File: src/rtl/neuron_job_sequencer.sv
// Job sequencer: buffers 96-bit job descriptors and replays each one to the NeuroSpider core as
// six register writes, a start pulse and a wait for completion. NS_SEQ_TIMEOUT_EN adds a watchdog.
module neuron_job_sequencer #(
  parameter int unsigned FIFO_DEPTH     = 4,
  parameter int unsigned TIMEOUT_CYCLES = 255
) (
  input  logic        clk,
  input  logic        rst_n,
  input  logic        job_valid,
  output logic        job_ready,
  input  logic [95:0] job_data,
  output logic        WE,
  output logic [15:0] Address,
  output logic [15:0] DataWrite,
  output logic        StartOperation,
  input  logic        ReadyNextOperation,
  output logic        busy,
  output logic [15:0] jobs_done,
  output logic        err
);

  localparam int unsigned AW = (FIFO_DEPTH > 1) ? $clog2(FIFO_DEPTH) : 1;
  localparam int unsigned CW = AW + 1;

  typedef enum logic [3:0] {
    StIdle, StWIn, StWWt, StWIdx, StWDest, StWNops, StWCtrl, StStart, StHold, StWait
  } state_e;

  state_e        state_q, state_d;
  logic [95:0]   job_q, job_d;
  logic          hold_q, hold_d;
  logic [15:0]   jobs_done_q, jobs_done_d;
  logic          err_q, err_d;

  logic [95:0]   fifo_mem [FIFO_DEPTH];
  logic [AW-1:0] wr_ptr_q, rd_ptr_q;
  logic [CW-1:0] count_q, count_d;
  logic          ready_en_q;
  logic          fifo_full, fifo_empty, push, pop;
  logic [95:0]   head;

  assign fifo_full  = (count_q == CW'(FIFO_DEPTH));
  assign fifo_empty = (count_q == '0);
  // ready_en_q keeps job_ready low for the cycle right after any reset edge
  assign job_ready  = ready_en_q & ~fifo_full;
  assign push       = job_valid & job_ready;
  assign pop        = (state_q == StIdle) & ~fifo_empty;
  assign head       = fifo_mem[rd_ptr_q];

  always_comb begin
    count_d = count_q;
    unique case ({push, pop})
      2'b10:   count_d = count_q + CW'(1);
      2'b01:   count_d = count_q - CW'(1);
      default: count_d = count_q;
    endcase
  end

  always_ff @(posedge clk) begin
    if (push) begin
      fifo_mem[wr_ptr_q] <= job_data;
    end
  end

`ifdef NS_SEQ_TIMEOUT_EN
  localparam int unsigned TW = (TIMEOUT_CYCLES > 1) ? $clog2(TIMEOUT_CYCLES + 1) : 1;
  logic [TW-1:0] wait_cnt_q, wait_cnt_d;
`else
  logic unused_timeout;
  assign unused_timeout = ^TIMEOUT_CYCLES;
`endif

  always_comb begin
    state_d     = state_q;
    job_d       = job_q;
    hold_d      = hold_q;
    jobs_done_d = jobs_done_q;
    err_d       = err_q;
`ifdef NS_SEQ_TIMEOUT_EN
    wait_cnt_d  = wait_cnt_q;
`endif
    unique case (state_q)
      StIdle: begin
        if (pop) begin
          job_d = head;
          // an empty job is dropped on the spot: flag it and stay idle
          if (head[79:64] == 16'h0000) begin
            err_d = 1'b1;
          end else begin
            state_d = StWIn;
          end
        end
      end
      StWIn:   state_d = StWWt;
      StWWt:   state_d = StWIdx;
      StWIdx:  state_d = StWDest;
      StWDest: state_d = StWNops;
      StWNops: state_d = StWCtrl;
      StWCtrl: state_d = StStart;
      StStart: begin
        state_d = StHold;
        hold_d  = 1'b0;
      end
      StHold: begin
        if (hold_q) begin
          state_d = StWait;
`ifdef NS_SEQ_TIMEOUT_EN
          wait_cnt_d = '0;
`endif
        end else begin
          hold_d = 1'b1;
        end
      end
      StWait: begin
        if (ReadyNextOperation) begin
          jobs_done_d = jobs_done_q + 16'd1;
          state_d     = StIdle;
        end
`ifdef NS_SEQ_TIMEOUT_EN
        else if (wait_cnt_q == TW'(TIMEOUT_CYCLES - 1)) begin
          err_d   = 1'b1;
          state_d = StIdle;
        end else begin
          wait_cnt_d = wait_cnt_q + TW'(1);
        end
`endif
      end
      default: state_d = StIdle;
    endcase
  end

  always_ff @(posedge clk) begin
    if (!rst_n) begin
      state_q     <= StIdle;
      job_q       <= '0;
      hold_q      <= 1'b0;
      jobs_done_q <= '0;
      err_q       <= 1'b0;
      wr_ptr_q    <= '0;
      rd_ptr_q    <= '0;
      count_q     <= '0;
      ready_en_q  <= 1'b0;
`ifdef NS_SEQ_TIMEOUT_EN
      wait_cnt_q  <= '0;
`endif
    end else begin
      state_q     <= state_d;
      job_q       <= job_d;
      hold_q      <= hold_d;
      jobs_done_q <= jobs_done_d;
      err_q       <= err_d;
      count_q     <= count_d;
      ready_en_q  <= 1'b1;
      if (push) wr_ptr_q <= wr_ptr_q + AW'(1);
      if (pop)  rd_ptr_q <= rd_ptr_q + AW'(1);
`ifdef NS_SEQ_TIMEOUT_EN
      wait_cnt_q  <= wait_cnt_d;
`endif
    end
  end

  always_comb begin
    WE        = 1'b0;
    Address   = 16'h0000;
    DataWrite = 16'h0000;
    unique case (state_q)
      StWIn:   begin WE = 1'b1; Address = 16'h8000; DataWrite = job_q[15:0];  end
      StWWt:   begin WE = 1'b1; Address = 16'h8006; DataWrite = job_q[31:16]; end
      StWIdx:  begin WE = 1'b1; Address = 16'h8005; DataWrite = job_q[47:32]; end
      StWDest: begin WE = 1'b1; Address = 16'h8001; DataWrite = job_q[63:48]; end
      StWNops: begin WE = 1'b1; Address = 16'h8002; DataWrite = job_q[79:64]; end
      StWCtrl: begin WE = 1'b1; Address = 16'h8004; DataWrite = job_q[95:80]; end
      default: ;
    endcase
  end

  assign StartOperation = (state_q == StStart);
  assign busy           = (state_q != StIdle);
  assign jobs_done      = jobs_done_q;
  assign err            = err_q;

endmodule

File: config.mk
export PLATFORM = sky130hd
export DESIGN_NAME = neuron_job_sequencer
export DESIGN_NICKNAME = d
export VERILOG_FILES = /design/src/rtl/neuron_job_sequencer.sv
export SDC_FILE = /design/constraint.sdc
export NUM_CORES = 1
export LEC_CHECK = 0
export CORE_UTILIZATION = 46
export DETAILED_ROUTE_END_ITERATION = 10
export GPL_TIMING_DRIVEN = 0
export PLACE_DENSITY = 0.62
export SLEW_MARGIN = 20
export SYNTH_ARGS = -nofsm -noshare
export SYNTH_HDL_FRONTEND = slang
export SYNTH_SLANG_ARGS = --single-unit
File: constraint.sdc
create_clock -name clk -period 4.6 [get_ports clk]
set_clock_uncertainty 0.2 [all_clocks]
set_input_delay 0.92 -clock clk [delete_from_list [all_inputs] [get_ports clk]]
set_output_delay 0.92 -clock clk [all_outputs]
set_load 0.05 [all_outputs]
==> metrics.yaml <==
timing:
  setup_viol_count_final: 0
  tightest_slew_ns: 0.939
  period_needed_ns: 4.42
  min_period_over_period: 0.962
  finalHoldViolations: 0
  timing.fmax_mhz: 226
  drv_slew: 0
  rsz0062_at_grt: "false"
  slew_headroom: 0.366
yosys:
  syn-instance-count: 1195
  yosys.area.top_type_share: 0.596
  syn_area_mm2: 0.0194
  ys_seq_area_frac: 0.728
  synth_top_area_cell: "edfxtp_1"
  ys.flop_type: "edfxtp_1"
  synth-edff-count: 384
  synth_area_per_cell_um2: 16.2
  yosys_warnings: 0
  synth_area_leaders: "edfxtp_1 60%, dfxtp_1 13%, mux4_2 9.5%"
  synth_cell_types: 49
  ys_ff_latch: 512
  async_reset_ff_frac: 0
floorplan:
  ios: 153
  die-area_mm2: 0.0429
  die_h_um: 207
  fp.coreArea_mm2: 0.0412
  std_cell_rows: 74
  initial_core_util: 0.470
  die_x_um: 207
pwr:
  comb_power_share: 0.236
  ir_drop_mv: 0.346
  total_power_mw: 13.2
  p_switching_mw: 3.90
  p_seq_frac: 0.437
  leakagePower_nw: 7.75
  pwr-share-clk: 0.327
  p_int_mw: 9.27
  powerDensity_mw_per_mm2: 560
  swShare: 0.296
drt:
  postRouteAntennaNets: 0
  num_vias: 10900
  vias_per_cell: 5.50
  first_pass_iters: 5
  drt-total-wl_um: 43800
  dr.first_iter.drc_count: 898
  drc: 0
  wl_per_cell_um: 22.0
finish:
  drive_gt1_frac: 0.155
  area_growth_pct: 21.6
  final_cell_mix: "384 x edfxtp_1, 204 x nand2_1, 130 x clkdlybuf4s50_1"
  diodes: 0
  fin_nets: 1516
  final_common_cell: "edfxtp_1"
  fin_util: 0.571
cts:
  clock_sinks: 512
  cts_buffers: 53
  clkLatencyLatePin_ns: 0.58
  cts_tree: "yes"
  clockBufferDepth: 3
  clk_pin_slew_ns: 0.06
  h-tree-depth: 2
  cts_setup_buffers: 0
  cts-root-buf: "clkbuf_16"
setup_path:
  critPathKind: "reg2out"
  cp.required_ns: 3.48
  crit_family: "buffers and inverters"
  cp.arrival_ns: 3.30
  crit_buf_inv: 3
  crit_chain: "buf_2 -> nand2b_1 -> nor2_2 -> clkbuf_1 -> or2_2 -> clkdlybuf4s50_1"
  slowest_delay_ns: 0.81
  worstPathMaxFanout: 10
  cp-end-kind: "output pin"
  cpMaxStageDelayCell: "clkdlybuf4s50_1"
  start_kind: "flop"
global_routing:
  antenna_found_initial: 1
  grt_pass1_vias: 11000
  overflow: 0
  grt_max_degree: 47
  track_usage: 0.206
  grt_pass1_wl_um: 66100
hold_path:
  holdCritPathClass: "reg2reg"
placed_design:
  portBuffers: 140
  place_hpwl_um: 29600
  place_congestion: 0.917
flow_run:
  maxCapViolations: 0
outcome:
  outcome: "complete, no violations"
cell usage after synthesis (8+ instances only):
master and instances:
edfxtp_1 384, nand2_1 204, buf_4 13, mux4_1 14
buf_2 18, clkbuf_1 44, inv_1 12, mux4_2 82
dfxtp_1 128, a22oi_1 48, nor2_1 18, a21oi_1 110
xor2_1 8, nand3_1 22
registers in the layout, summed over array words and instances, names as in the netlist, 2 cells and up, named ones only:
| register | flops |
|---|---|
| fifo_mem | 384 |
| job_q | 96 |
| wr_ptr_q | 2 |
| rd_ptr_q | 2 |
| count_q | 3 |
| jobs_done | 16 |
| state_q | 4 |
what timing repair did:
action                                  in CTS  in global routing
endpoints found under the setup margin      15                 12
resized for setup                           11                 17
hold buffers                                 0                  0
cell families after synthesis:
group | synth area share
mux | 0.116
fa+ha+maj | 0.00491
simple gates | 0.0661
compound gates | 0.0535
other cells | 0.000194
buf+inv | 0.0263
xor+xnor | 0.00498
flops | 0.728
path summary, 6_finish.rpt:
| path | startpoint | endpoint | slack (ns) | cells past startpoint |
|---|---|---|---|---|
| setup / recovery | state_q[2] | Address[1] | 0.18 | 6 |
| hold / removal | job_q[10] | job_q[10] | 0.25 | 2 |
| setup reg to reg | state_q[3] | count_q[2] | 1.25 | 11 |
| hold reg to reg | job_q[10] | job_q[10] | 0.25 | 2 |
power groups by stage:
stage / Sequential (mW) / Combinational (mW) / Clock [mW]
detailed placement: 5.84 / 3.12 / 0
finish: 5.76 / 3.11 / 4.31
global placement: 5.86 / 3.05 / 0
floorplan: 5.73 / 2.13 / 0
CTS: 5.75 / 3.14 / 4.40
global route: 5.79 / 3.36 / 4.58
area by class of cell:
class | count | area [µm²]
well taps | 532 | 666
clock buffers | 74 | 1490
fillers | 3225 | 17700
inverters | 13 | 48.8
multi-input cells | 599 | 4860
flip-flops and latches | 512 | 14100
repair buffers | 148 | 1640
clock inverters | 26 | 285
plain buffers | 82 | 467
metrics by stage:
step	setup TNS [ns]	cell area, µm²	setup slack, ns	std cells	hold WS [ns]
finish	0	23500	0.177	1986	0.253
global route	0	23500	0.0323	1986	0.272
CTS	0	23500	0.00266	1986	0.254
detailed placement	0	21700	0.156	1886	0.246
global placement	-652.60	21500	-1.74	1878	0.243
floorplan	0	19400	0.663	1206	0.236
layer usage:
layer	wire length [µm]	vias up	part of all wire	global-route usage
met5	0	-	0	0
met4	990	0	0.023	0.0633
met3	2670	71	0.061	0.0385
met2	21000	351	0.48	0.331
met1	19100	5498	0.44	0.287
li1	-	5009	-	-
tightest hold or removal path, delay by kind of cell, from the launching register on:
family / cells / cell delay [ns]
AOI/OAI and AO/OA: 1 / 0.05
and+or+nand+nor: 1 / 0.05
DFF: 1 / 0.31
No activity file was read; power rests on OpenSTA's default activity.
